File: config.mk
export PLATFORM = sky130hd
export DESIGN_NAME = adc_sar_ctrl_flat
export DESIGN_NICKNAME = d
export VERILOG_FILES = /design/src/rtl/adc_sar_pkg.sv /design/src/rtl/adc_sar_if.sv /design/src/rtl/sync_2ff.sv /design/src/rtl/adc_sar_ctrl.sv /design/src/flat_wrapper.sv
export SDC_FILE = /design/constraint.sdc
export NUM_CORES = 1
export LEC_CHECK = 0
export ABC_AREA = 1
export CAP_MARGIN = 30
export CORE_ASPECT_RATIO = 1.75
export CORE_MARGIN = 2
export CORE_UTILIZATION = 40
export CTS_CLUSTER_DIAMETER = 80
export DETAILED_ROUTE_END_ITERATION = 8
export GPL_TIMING_DRIVEN = 0
export PLACE_DENSITY_LB_ADDON = 0.15
export SYNTH_ARGS = -nofsm -noshare
export SYNTH_HDL_FRONTEND = slang
export SYNTH_SLANG_ARGS = --single-unit
File: constraint.sdc
create_clock -name clk -period 4.13 [get_ports clk]
set_input_delay 0.413 -clock clk [delete_from_list [all_inputs] [get_ports clk]]
set_output_delay 0.413 -clock clk [all_outputs]
set_load 0.03 [all_outputs]
File: src/rtl/adc_sar_pkg.sv
// Shared types and sizing helpers for the SAR conversion controller.
// ADC_SAR_AVG_EN (optional) enables 4-pass averaging in adc_sar_ctrl.
package adc_sar_pkg;

    typedef enum logic [2:0] {
        IDLE,
        WAIT_RDY,
        SAMPLE,
        TRIAL_SET,
        TRIAL_CMP,
        DONE
    } adc_sar_state_e;

    localparam int AVG_PASSES = 4;

    // Sizing helpers, evaluated against the instantiating module's parameters.
    function automatic int sample_cnt_w(input int sample_cycles);
        return $clog2(sample_cycles + 1);
    endfunction

    function automatic int bit_idx_w(input int n);
        return $clog2(n);
    endfunction

endpackage

File: src/rtl/adc_sar_if.sv
// Host-side start/done handshake of the SAR controller.
// The master modport is the register/JTAG instrument side; slave is the controller.
interface adc_sar_if #(
    parameter int N = 12
);
    logic         start;
    logic         busy;
    logic         done;
    logic         err;
    logic [N-1:0] result;

    modport master (output start, input busy, done, err, result);
    modport slave  (input start, output busy, done, err, result);
endinterface

File: src/rtl/sync_2ff.sv
// Two-flop synchronizer for slow asynchronous status lines from analog macros.
// clr_i flushes both stages so a fresh level must propagate through the pair.
module sync_2ff #(
    parameter int W = 1
) (
    input  logic         clk,
    input  logic         rst,
    input  logic         clr_i,
    input  logic [W-1:0] d_i,
    output logic [W-1:0] q_o
);
    logic [W-1:0] meta_q;
    logic [W-1:0] sync_q;

    always_ff @(posedge clk) begin
        // NOTE: non-blocking here so both stages sample the pre-edge values and form a real two-stage pipe.
        if (rst || clr_i) begin
            meta_q <= '0;
            sync_q <= '0;
        end else begin
            meta_q <= d_i;
            sync_q <= meta_q;
        end
    end

    assign q_o = sync_q;
endmodule

File: src/rtl/adc_sar_ctrl.sv
// SAR conversion controller: drives sample switch, comparator clock and DAC code of the analog macro.
// Define ADC_SAR_AVG_EN to average 4 back-to-back conversions per start.
module adc_sar_ctrl
    import adc_sar_pkg::*;
#(
    parameter int N             = 12,
    parameter int SAMPLE_CYCLES = 4
) (
    input  logic         clk,
    input  logic         rst,
    adc_sar_if.slave     host,
    output logic         ms_clk_o,
    output logic         ms_sample_o,
    output logic [N-1:0] ms_dac_o,
    input  logic         ms_rdy_i,
    input  logic         ms_cmp_i
);
    localparam int CNT_W = sample_cnt_w(SAMPLE_CYCLES);
    localparam int IDX_W = bit_idx_w(N);
    localparam logic [CNT_W-1:0] SAMPLE_LAST = CNT_W'(SAMPLE_CYCLES - 1);
    localparam logic [IDX_W-1:0] IDX_MSB     = IDX_W'(N - 1);

    adc_sar_state_e state_q, state_d;
    logic [CNT_W-1:0] cnt_q, cnt_d;
    logic [IDX_W-1:0] idx_q, idx_d;
    logic [N-1:0]     code_q, code_d, code_cmp;
    logic [N-1:0]     result_q, result_d;
    logic [N-1:0]     dac_q, dac_d;
    logic             busy_q, busy_d;
    logic             done_q, done_d;
    logic             err_q, err_d;
    logic             ms_clk_q, ms_clk_d;
    logic             ms_sample_q, ms_sample_d;
    logic             rdy_sync;
`ifdef ADC_SAR_AVG_EN
    logic [1:0]       pass_q, pass_d;
    logic [N+1:0]     sum_q, sum_d, sum_next;
`endif

    // Flushed in IDLE so every conversion waits out the full synchronizer delay on ms_rdy.
    sync_2ff #(.W(1)) u_rdy_sync (
        .clk   (clk),
        .rst   (rst),
        .clr_i (state_q == IDLE),
        .d_i   (ms_rdy_i),
        .q_o   (rdy_sync)
    );

    always_comb begin
        // NOTE: every variable gets a default first so no path leaves it unassigned (no latch).
        state_d  = state_q;
        cnt_d    = cnt_q;
        idx_d    = idx_q;
        code_d   = code_q;
        result_d = result_q;
        err_d    = 1'b0;
        code_cmp = code_q;
        code_cmp[idx_q] = ms_cmp_i;
`ifdef ADC_SAR_AVG_EN
        pass_d   = pass_q;
        sum_d    = sum_q;
        sum_next = sum_q + {2'b00, code_cmp};
`endif

        unique case (state_q)
            IDLE: begin
                if (host.start) state_d = WAIT_RDY;
            end
            WAIT_RDY: begin
                if (rdy_sync) begin
                    state_d = SAMPLE;
                    cnt_d   = '0;
`ifdef ADC_SAR_AVG_EN
                    pass_d  = '0;
                    sum_d   = '0;
`endif
                end
            end
            SAMPLE: begin
                if (!rdy_sync) begin
                    state_d = IDLE;
                    err_d   = 1'b1;
                end else if (cnt_q == SAMPLE_LAST) begin
                    state_d = TRIAL_SET;
                    idx_d   = IDX_MSB;
                    code_d  = '0;
                end else begin
                    cnt_d = cnt_q + 1'b1;
                end
            end
            TRIAL_SET: begin
                if (!rdy_sync) begin
                    state_d = IDLE;
                    err_d   = 1'b1;
                end else begin
                    state_d = TRIAL_CMP;
                end
            end
            TRIAL_CMP: begin
                if (!rdy_sync) begin
                    state_d = IDLE;
                    err_d   = 1'b1;
                end else begin
                    code_d = code_cmp;
                    if (idx_q == '0) begin
`ifdef ADC_SAR_AVG_EN
                        if (pass_q == 2'(AVG_PASSES - 1)) begin
                            state_d  = DONE;
                            result_d = sum_next[N+1:2];
                        end else begin
                            state_d = SAMPLE;
                            cnt_d   = '0;
                            pass_d  = pass_q + 1'b1;
                            sum_d   = sum_next;
                        end
`else
                        state_d  = DONE;
                        result_d = code_cmp;
`endif
                    end else begin
                        idx_d   = idx_q - 1'b1;
                        state_d = TRIAL_SET;
                    end
                end
            end
            DONE:    state_d = IDLE;
            default: state_d = IDLE;
        endcase

        // Outputs are decoded from the next state and registered, keeping ms_clk glitch-free.
        busy_d      = (state_d != IDLE);
        done_d      = (state_d == DONE);
        ms_sample_d = (state_d == SAMPLE);
        ms_clk_d    = (state_d == TRIAL_CMP);
        dac_d       = (state_d == TRIAL_SET || state_d == TRIAL_CMP)
                      ? (code_d | (N'(1) << idx_d)) : '0;
    end

    always_ff @(posedge clk) begin
        if (rst) begin
            state_q     <= IDLE;
            cnt_q       <= '0;
            idx_q       <= '0;
            code_q      <= '0;
            result_q    <= '0;
            dac_q       <= '0;
            busy_q      <= 1'b0;
            done_q      <= 1'b0;
            err_q       <= 1'b0;
            ms_clk_q    <= 1'b0;
            ms_sample_q <= 1'b0;
`ifdef ADC_SAR_AVG_EN
            pass_q      <= '0;
            sum_q       <= '0;
`endif
        end else begin
            state_q     <= state_d;
            cnt_q       <= cnt_d;
            idx_q       <= idx_d;
            code_q      <= code_d;
            result_q    <= result_d;
            dac_q       <= dac_d;
            busy_q      <= busy_d;
            done_q      <= done_d;
            err_q       <= err_d;
            ms_clk_q    <= ms_clk_d;
            ms_sample_q <= ms_sample_d;
`ifdef ADC_SAR_AVG_EN
            pass_q      <= pass_d;
            sum_q       <= sum_d;
`endif
        end
    end

    assign host.busy   = busy_q;
    assign host.done   = done_q;
    assign host.err    = err_q;
    assign host.result = result_q;
    assign ms_clk_o    = ms_clk_q;
    assign ms_sample_o = ms_sample_q;
    assign ms_dac_o    = dac_q;
endmodule

File: src/flat_wrapper.sv
// flat-port wrapper written by rule: the top's interface ports become plain ports
module adc_sar_ctrl_flat import adc_sar_pkg::*;
#(
    parameter int N             = 12,
    parameter int SAMPLE_CYCLES = 4
)
  (clk, rst, ms_clk_o, ms_sample_o, ms_dac_o, ms_rdy_i, ms_cmp_i, host_start, host_busy, host_done, host_err, host_result);
  adc_sar_if #(.N(N)) host_i ();
  input  logic clk;
  input  logic rst;
  output logic ms_clk_o;
  output logic ms_sample_o;
  output logic [N-1:0] ms_dac_o;
  input  logic ms_rdy_i;
  input  logic ms_cmp_i;
  input wire logic [$bits(host_i.start)-1:0] host_start;
  output wire logic [$bits(host_i.busy)-1:0] host_busy;
  output wire logic [$bits(host_i.done)-1:0] host_done;
  output wire logic [$bits(host_i.err)-1:0] host_err;
  output wire logic [$bits(host_i.result)-1:0] host_result;
  assign host_i.start = host_start;
  assign host_busy = host_i.busy;
  assign host_done = host_i.done;
  assign host_err = host_i.err;
  assign host_result = host_i.result;
  adc_sar_ctrl #(.N(N), .SAMPLE_CYCLES(SAMPLE_CYCLES)) u_core (.clk(clk), .rst(rst), .host(host_i), .ms_clk_o(ms_clk_o), .ms_sample_o(ms_sample_o), .ms_dac_o(ms_dac_o), .ms_rdy_i(ms_rdy_i), .ms_cmp_i(ms_cmp_i));
endmodule
==> results.txt, run 1 <==
----------------------------------------------------
[Drt]
  Number of violations reported at the end of detailed-routing iteration 0 ... 104
  Post-DRT Antenna Nets ... 0
  Detailed-route DRC error count ... 0
  Wire length per cell after detailed routing ... around 14 um
  Vias ... around 2.2k
  Average vias per placed instance ... between 4 and 5
  Count of TritonRoute iterations in the first routing pass ... 4
  Sum of routed wire length over all layers ... 6460 um

[Place]
  Final estimated routing congestion in global placement ... slightly below 0.9
  Half-perimeter wire length of the detailed placement result ... 5060 um
  I/O Buffers ... 33

[Timing]
  Smallest hold slack ... 0.423 ns
  Setup Viol. Count Final ... 0
  Number of hold violations in the final report ... 0
  Fin crit share ... 47.1%
  Slew Viols, Final ... 0
  Fin crit period ... between 1.5 and 2 ns
  Relative slew slack ... about three fifths
  Setup TNS after final layout ... 0 ns
  Slew of the pin with the lowest slew margin ... 0.626 ns
  Peak clock frequency supported by timing ... 514 MHz
  Setup repair after global routing missed its margin ... false
  Setup Skew ... 0.00526 ns

[Pwr]
  Gate power share ... 3.0%
  Flop pwr share ... 57.6%
  Final Total Pwr ... between 0.8 and 0.9 mW
  Clock network fraction of design power ... 39.3%
  Power dissipated by switching net loads ... roughly 0.19 mW
  IR Drop Worst-Case VDD ... 0.000204 V
  Sw Share ... 21.1%
  Static Leak ... 1.18 nW
  Total power per unit cell area ... approximately 300 nW/um2
  Power Internal ... around 0.70 mW

[Critical path]
  Critical-path cell list ... inv_1 > ha_1 > nand2_1 > nor2_2 > nand2_2 > inv_2 > nand2_1 > a21boi_1 > or2_1 > inv_1
  Required arrival time at the worst endpoint ... 4.34 ns
  Reg2reg end ... u_core.code_q[0]$_SDFF_PP0_
  Total stage count of the critical path ... 10
  Worst Path Buf+Inv ... 3
  Worst EP arrival ... about 2.2 ns
  Family with the most delay on the worst path ... simple AND/OR/NAND/NOR gates
  Max incr delay on CP ... about 0.45 ns
  Worst Setup Path Type ... reg -> reg
  Flop2flop setup slack ... around 2.2 ns
  Element type at the critical path end ... flip-flop
  Max FO, Critical Path ... 6
  Worst Reg-to-Reg Cells ... 10
  Critical-path top delay cell ... sky130_fd_sc_hd__dfxtp_1
  Startpoint of the worst-slack reg-to-reg timing path ... u_core.idx_q[0]$_SDFF_PP0_
  Launching element type of the critical path ... flip-flop

[Logic synthesis]
  Warnings, synthesis ... 0
  Number of cells produced by synthesis ... 332
  Number of register bits inferred by synthesis ... 53
  Syn_area_per_cell ... 7.45 um2
  Number of distinct standard cells referenced by the synthesized netlist ... 32
  Net count after synthesis ... between 300 and 400
  Sequential share of the synthesized area ... 42.9%
  Netlist area before placement ... roughly 2500 um2

[Clocking]
  Hold-fix buffers at CTS ... 0
  Clock buffer depth ... 2
  TritonCTS buffer count ... 5
  Clock slew seen by the registers of the worst setup and hold paths ... 0.09 ns
  Post-cts gate resize count ... 0
  Clock Sinks ... 53
  Clock insertion delay at the later pin of the skew report ... 0.31 ns
  TritonCTS clock tree ... yes
  Clk Tree Root Cell ... sky130_fd_sc_hd__clkbuf_8
  Setup Fix Bufs, Post-CTS ... 0
  Total number of H-tree levels ... 2

[Floorplanning]
  Starting utilization of the core area ... 41.7%
  Die X ... 63.4 um
  Core box area ... 5930 um2
  Die footprint ... 6850 um2
  Height of the die ... about 110 um
  Num rows ... 37
  Boundary pin count ... 34

[Global routing]
  Residual overflow from global routing ... 0
  First-pass GRT wire length ... 10300 um
  Number of antenna violations at the first check in global routing ... 0
  Vias in the first global route ... 2119
  Overall routing resource usage ... between 15 and 20%
  Maximum number of pins on one net before global-route repair ... 17

[Status]
  Result of the run ... finished, final reports clean

[Cells and area]
  Most frequent standard cell in the layout excluding fill and tap cells ... sky130_fd_sc_hd__dfxtp_1
  Filler cell count ... 654
  Syn-to-layout area delta ... 21.8%
  Fraction of layout cells with a size suffix above 1 ... 16.1%
  Count of nets after finishing ... 383
  Ant. Diodes ... 0
  Footprint of the flip-flops and latches ... 1060 um2
  Commonest cells after routing, fill and taps aside ... sky130_fd_sc_hd__dfxtp_1 (53), sky130_fd_sc_hd__nand2_1 (51), sky130_fd_sc_hd__nor2_1 (37), sky130_fd_sc_hd__inv_1 (35), sky130_fd_sc_hd__clkdlybuf4s50_1 (33)
  Multi-input logic area ... 1180 um2

[Flow run]
  Max-cap violations ... 0

[Min path]
  Endpoint, Worst Hold ... u_core.u_rdy_sync.q_o$_SDFF_PP0_
  Path type of the worst min-delay path ... reg -> reg
  Hold Startpoint ... u_core.u_rdy_sync.meta_q$_SDFF_PP0_
  Hold depth ... 2

----------------------------------------------------
worst max path at each step:
stage,slack (ns),end,from
2_1_floorplan,2.57,u_core.ms_dac_o[0]$_SDFF_PP0_,u_core.cnt_q[0]$_SDFFE_PP0P_
3_3_place_gp,2.02,u_core.ms_sample_o$_SDFF_PP0_,rst
3_5_place_dp,2.00,u_core.state_q[2]$_SDFF_PP0_,rst
4_1_cts,2.17,u_core.code_q[0]$_SDFF_PP0_,u_core.idx_q[0]$_SDFF_PP0_
5_1_grt,2.00,u_core.code_q[0]$_SDFF_PP0_,u_core.idx_q[0]$_SDFF_PP0_
6_report,2.18,u_core.code_q[0]$_SDFF_PP0_,u_core.idx_q[0]$_SDFF_PP0_
power groups by stage:
stage	combinational, mW	clock (mW)	sequential, mW
2_1_floorplan	0.0135	0	0.528
3_3_place_gp	0.0271	0	0.526
3_5_place_dp	0.0271	0	0.526
4_1_cts	0.0273	0.359	0.515
5_1_grt	0.0298	0.381	0.515
6_report	0.0270	0.351	0.514
synth_stat cells, drive strengths merged:
cell type | instances | area [um2]
inv | 45 | 169
nor2 | 50 | 230
nor3 | 4 | 20.0
nand3b | 1 | 7.51
dfxtp | 53 | 1060
nand3 | 27 | 140
o21ai | 31 | 159
o211a | 1 | 10.0
a21oi | 33 | 206
clkbuf | 4 | 16.3
a21boi | 4 | 41.3
or2 | 1 | 6.26
nand2 | 61 | 254
a211oi | 1 | 7.51
a31oi | 2 | 12.5
ha | 6 | 75.1
o22ai | 2 | 12.5
buf | 6 | 43.8
through the flow:
stage          worst slack, ns  instances  util, %  cell area (um2)
2_1_floorplan             2.57        332        -             2470
3_3_place_gp              2.02        443     48.9             2900
3_5_place_dp              2.00        443     48.9             2900
4_1_cts                   2.17        451     50.8             3010
5_1_grt                   2.00        451     50.8             3010
6_report                  2.18        451     50.8             3010
worst min-delay path: cells and delay by family, from the launching register on:
family	cells	cell delay, ns
simple gates	1	0.04
flops	1	0.31
buf+inv	1	0.04
state kept, by name, indices dropped and copies added (netlist names):
name and count:
u_core.idx_q 4, u_core.host.err 1, u_core.cnt_q 3, u_core.host.done 1, u_core.ms_dac_o 12, u_core.u_rdy_sync.q_o 1, u_core.u_rdy_sync.meta_q 1, u_core.host.busy 1
u_core.ms_clk_o 1, u_core.state_q 3, u_core.host.result 12, u_core.ms_sample_o 1, u_core.code_q 12
final cells by class:
type	instances	area share, %
clock inverters	2	1.29
flip-flops and latches	53	35.2
multi-input cells	224	39.3
well taps	78	3.24
plain buffers	10	1.99
clock buffers	6	2.41
repair buffers	33	11.0
inverters	45	5.61
logic make-up after synthesis:
| group | after synthesis | share of synthesized area [%] |
|---|---|---|
| adders and majority gates | 6 | 3.04 |
| DFF | 53 | 42.9 |
| and+or+nand+nor | 144 | 26.6 |
| AOI/OAI and AO/OA | 74 | 18.2 |
| buffers and inverters | 55 | 9.26 |
layer usage:
layer / share of wire, % / wire [um] / global-route usage (%)
met1: 40 / 2580 / 20.5
met2: 55 / 3570 / 38.7
met5: 0 / 0 / 0
met4: 1.7 / 112 / 6.83
met3: 3.0 / 194 / 3.23
(Power assumes the default switching activity.)
==> run 2: changes to the inputs <==
- clock period: 4.13 -> 1.6 ns (I/O delays scaled with it)
==> results.txt, run 2 (synthesis gave the netlist of run 1 again) <==
----------------------------------------------------
[Clocking]
  TritonCTS buffer count ... 5 (unchanged)
  Clock buffer depth ... 2 (unchanged)
  TritonCTS clock tree ... yes (unchanged)
  Clock slew seen by the registers of the worst setup and hold paths ... 0.10 ns (was 0.09 ns)
  Hold-fix buffers at CTS ... 0 (unchanged)
  Clock insertion delay at the later pin of the skew report ... 0.31 ns (about the same)
  Clk Tree Root Cell ... sky130_fd_sc_hd__clkbuf_8 (unchanged)
  Total number of H-tree levels ... 2 (unchanged)
  Clock Sinks ... 53 (unchanged)

[Place]
  Final estimated routing congestion in global placement ... 0.873 (unchanged)
  Number of instances in the placed design ... 443 (unchanged)
  Post-Place Worst Slack ... -0.323 ns (was 2.00 ns)
  DP Area ... 2900 um2 (unchanged)
  Half-perimeter wire length of the detailed placement result ... 5060 um (unchanged)
  I/O Buffers ... 33 (unchanged)

[Critical path]
  Max incr delay on CP ... 0.36 ns (was 0.45 ns)
  Critical-path top delay cell ... sky130_fd_sc_hd__dfxtp_2 (was sky130_fd_sc_hd__dfxtp_1)
  Max FO, Critical Path ... 6 (unchanged)
  Startpoint of the worst-slack reg-to-reg timing path ... u_core.cnt_q[1]$_SDFFE_PP0P_ (was u_core.idx_q[0]$_SDFF_PP0_)
  Element type at the critical path end ... flip-flop (unchanged)
  End point of the critical path ... u_core.ms_dac_o[3]$_SDFF_PP0_ (was u_core.code_q[0]$_SDFF_PP0_)
  Worst EP arrival ... 1.89 ns (was 2.16 ns)
  Launching element type of the critical path ... flip-flop (unchanged)
  Startpoint of the most critical setup path ... u_core.cnt_q[1]$_SDFFE_PP0P_ (was u_core.idx_q[0]$_SDFF_PP0_)
  Required arrival time at the worst endpoint ... 1.86 ns (was 4.34 ns)
  Worst Reg-to-Reg Cells ... 11 (was 10)
  Most frequent cell on the critical path ... sky130_fd_sc_hd__nand2_4
  Flop2flop setup slack ... -0.04 ns (was 2.18 ns)
  Reg2reg end ... u_core.ms_dac_o[3]$_SDFF_PP0_ (was u_core.code_q[0]$_SDFF_PP0_)
  Worst Setup Path Type ... reg -> reg (unchanged)
  Critical-path cell list ... ha_4 > ha_4 > nand2_4 > inv_2 > nand2_4 > nand2_4 > nand2_4 > a21boi_4 > buf_6 > nand3_1 > a21oi_2 (was inv_1 > ha_1 > nand2_1 > nor2_2 > nand2_2 > inv_2 > nand2_1 > a21boi_1 > or2_1 > inv_1)

[Cells and area]
  Syn-to-layout area delta ... 42.6% (was 21.8%)
  Ant. Diodes ... 0 (unchanged)
  Post-Layout Cell Count ... 472 (was 451)
  Cell area after layout ... 3530 um2 (was 3010 um2)
  Filler cell count ... 578 (was 654)
  End-of-flow core utilization ... 59.5% (was 50.8%)
  Fraction of layout cells with a size suffix above 1 ... 32.0% (was 16.1%)
  Count of nets after finishing ... 404 (was 383)
  Most frequent standard cell in the layout excluding fill and tap cells ... sky130_fd_sc_hd__nand2_1 (was sky130_fd_sc_hd__dfxtp_1)
  Commonest cells after routing, fill and taps aside ... sky130_fd_sc_hd__nand2_1 (44), sky130_fd_sc_hd__dfxtp_1 (43), sky130_fd_sc_hd__nor2_1 (35), sky130_fd_sc_hd__clkdlybuf4s50_1 (33), sky130_fd_sc_hd__inv_1 (31) (was sky130_fd_sc_hd__dfxtp_1 (53), sky130_fd_sc_hd__nand2_1 (51), sky130_fd_sc_hd__nor2_1 (37), sky130_fd_sc_hd__inv_1 (35), sky130_fd_sc_hd__clkdlybuf4s50_1 (33))

[Timing]
  Setup Skew ... 0.00403 ns (was 0.00526 ns)
  Slew of the pin with the lowest slew margin ... 0.636 ns (was 0.626 ns)
  Setup TNS after final layout ... -0.281 ns (was 0 ns)
  Setup Viol. Count Final ... 13 (was 0)
  Final Worst Setup Slack ... -0.0365 ns (was 2.18 ns)
  Relative slew slack ... 57.6% (was 58.3%)
  Fin crit period ... 1.64 ns (was 1.95 ns)
  Slew Viols, Final ... 0 (unchanged)
  Setup repair after global routing missed its margin ... true (was false)
  Smallest hold slack ... 0.369 ns (was 0.423 ns)
  Number of hold violations in the final report ... 0 (unchanged)
  Fin crit share ... 102% (was 47.1%)
  Peak clock frequency supported by timing ... 611 MHz (was 514 MHz)

[Flow run]
  Max-cap violations ... 0 (unchanged)

[Floorplanning]
  Die footprint ... 6850 um2 (unchanged)
  Die X ... 63.4 um (unchanged)
  Num rows ... 37 (unchanged)
  Height of the die ... 108 um (unchanged)
  Starting utilization of the core area ... 41.7% (unchanged)
  Core box area ... 5930 um2 (unchanged)
  Boundary pin count ... 34 (unchanged)

[Drt]
  Vias ... 2396 (was 2222)
  Number of violations reported at the end of detailed-routing iteration 0 ... 90 (was 104)
  Detailed-route DRC error count ... 0 (unchanged)
  Post-DRT Antenna Nets ... 0 (unchanged)
  Wire length per cell after detailed routing ... 15.4 um (was 14.3 um)
  Count of TritonRoute iterations in the first routing pass ... 5 (was 4)
  Average vias per placed instance ... 5.08 (was 4.93)
  Sum of routed wire length over all layers ... 7270 um (was 6460 um)

[Status]
  Result of the run ... finished, violations left (was finished, final reports clean)
  Failing checks ... negative setup slack

[Min path]
  Hold depth ... 3 (was 2)
  Path type of the worst min-delay path ... in -> reg (was reg -> reg)

[Pwr]
  Static Leak ... 1.39 nW (was 1.18 nW)
  IR Drop Worst-Case VDD ... 0.000526 V (was 0.000204 V)
  Total power per unit cell area ... 660 nW/um2 (was 296 nW/um2)
  Final Total Pwr ... 2.33 mW (was 0.893 mW)

[Global routing]
  Residual overflow from global routing ... 0 (unchanged)
  Overall routing resource usage ... 20.9% (was 19.7%)
  Number of antenna violations at the first check in global routing ... 0 (unchanged)
  Vias in the first global route ... 2271 (was 2119)
  Maximum number of pins on one net before global-route repair ... 17 (unchanged)
  First-pass GRT wire length ... 11000 um (was 10300 um)

----------------------------------------------------
-- run 2: repair_timing --
action                                  4_1_cts  5_1_grt
pin swaps                                    13       19
gates resized for setup                      55       41
buffers inserted                             11        8
endpoints found under the hold margin         0        0
cloned                                        1        1
endpoints found under the setup margin       31       29
-- run 2: worst max-delay path: cells and delay by family, from the launching register on --
kind	cells	cell delay [ns]
and+or+nand+nor	5	0.36
buffers and inverters	2	0.23
DFF	1	0.36
adders and majority gates	2	0.28
AOI/OAI and AO/OA	2	0.36
-- run 2: power breakdown --
group,total (mW),internal (mW),switching (mW)
Sequential,1.32,1.32,0.00620
Combinational,0.0808,0.0283,0.0525
Clock,0.923,0.470,0.452
-- run 2: worst min path at each step --
stage,from,to
final,ms_rdy_i,u_core.u_rdy_sync.meta_q$_SDFF_PP0_
after global routing,ms_rdy_i,u_core.u_rdy_sync.meta_q$_SDFF_PP0_
after CTS,ms_rdy_i,u_core.u_rdy_sync.meta_q$_SDFF_PP0_
after detailed placement,u_core.u_rdy_sync.meta_q$_SDFF_PP0_,u_core.u_rdy_sync.q_o$_SDFF_PP0_
after global placement,u_core.u_rdy_sync.meta_q$_SDFF_PP0_,u_core.u_rdy_sync.q_o$_SDFF_PP0_
after floorplan,rst,u_core.ms_clk_o$_SDFF_PP0_
-- run 2: metal layers --
metal / wire, um / up-vias / GRT usage, %
met1: 2750 / 1128 / 21.1
met4: 234 / 0 / 7.92
met2: 4080 / 58 / 41.8
met3: 208 / 20 / 3.33
met5: 0 / - / 0
li1: - / 1190 / -
-- run 2: final cells by class --
class	count	area, um2	share of cell area (%)
plain buffers	10	80.1	2.27
clock buffers	6	72.6	2.06
clock inverters	2	38.8	1.10
inverters	45	184	5.22
multi-input cells	225	1470	41.6
flip-flops and latches	53	1090	30.8
well taps	78	97.6	2.77
repair buffers	53	502	14.2
==> run 3: changes to the inputs <==
- CTS_CLUSTER_DIAMETER: 80 -> 100
==> results of run 3 <==
The final DEF is identical to that of run 2; final timing and power are the same.
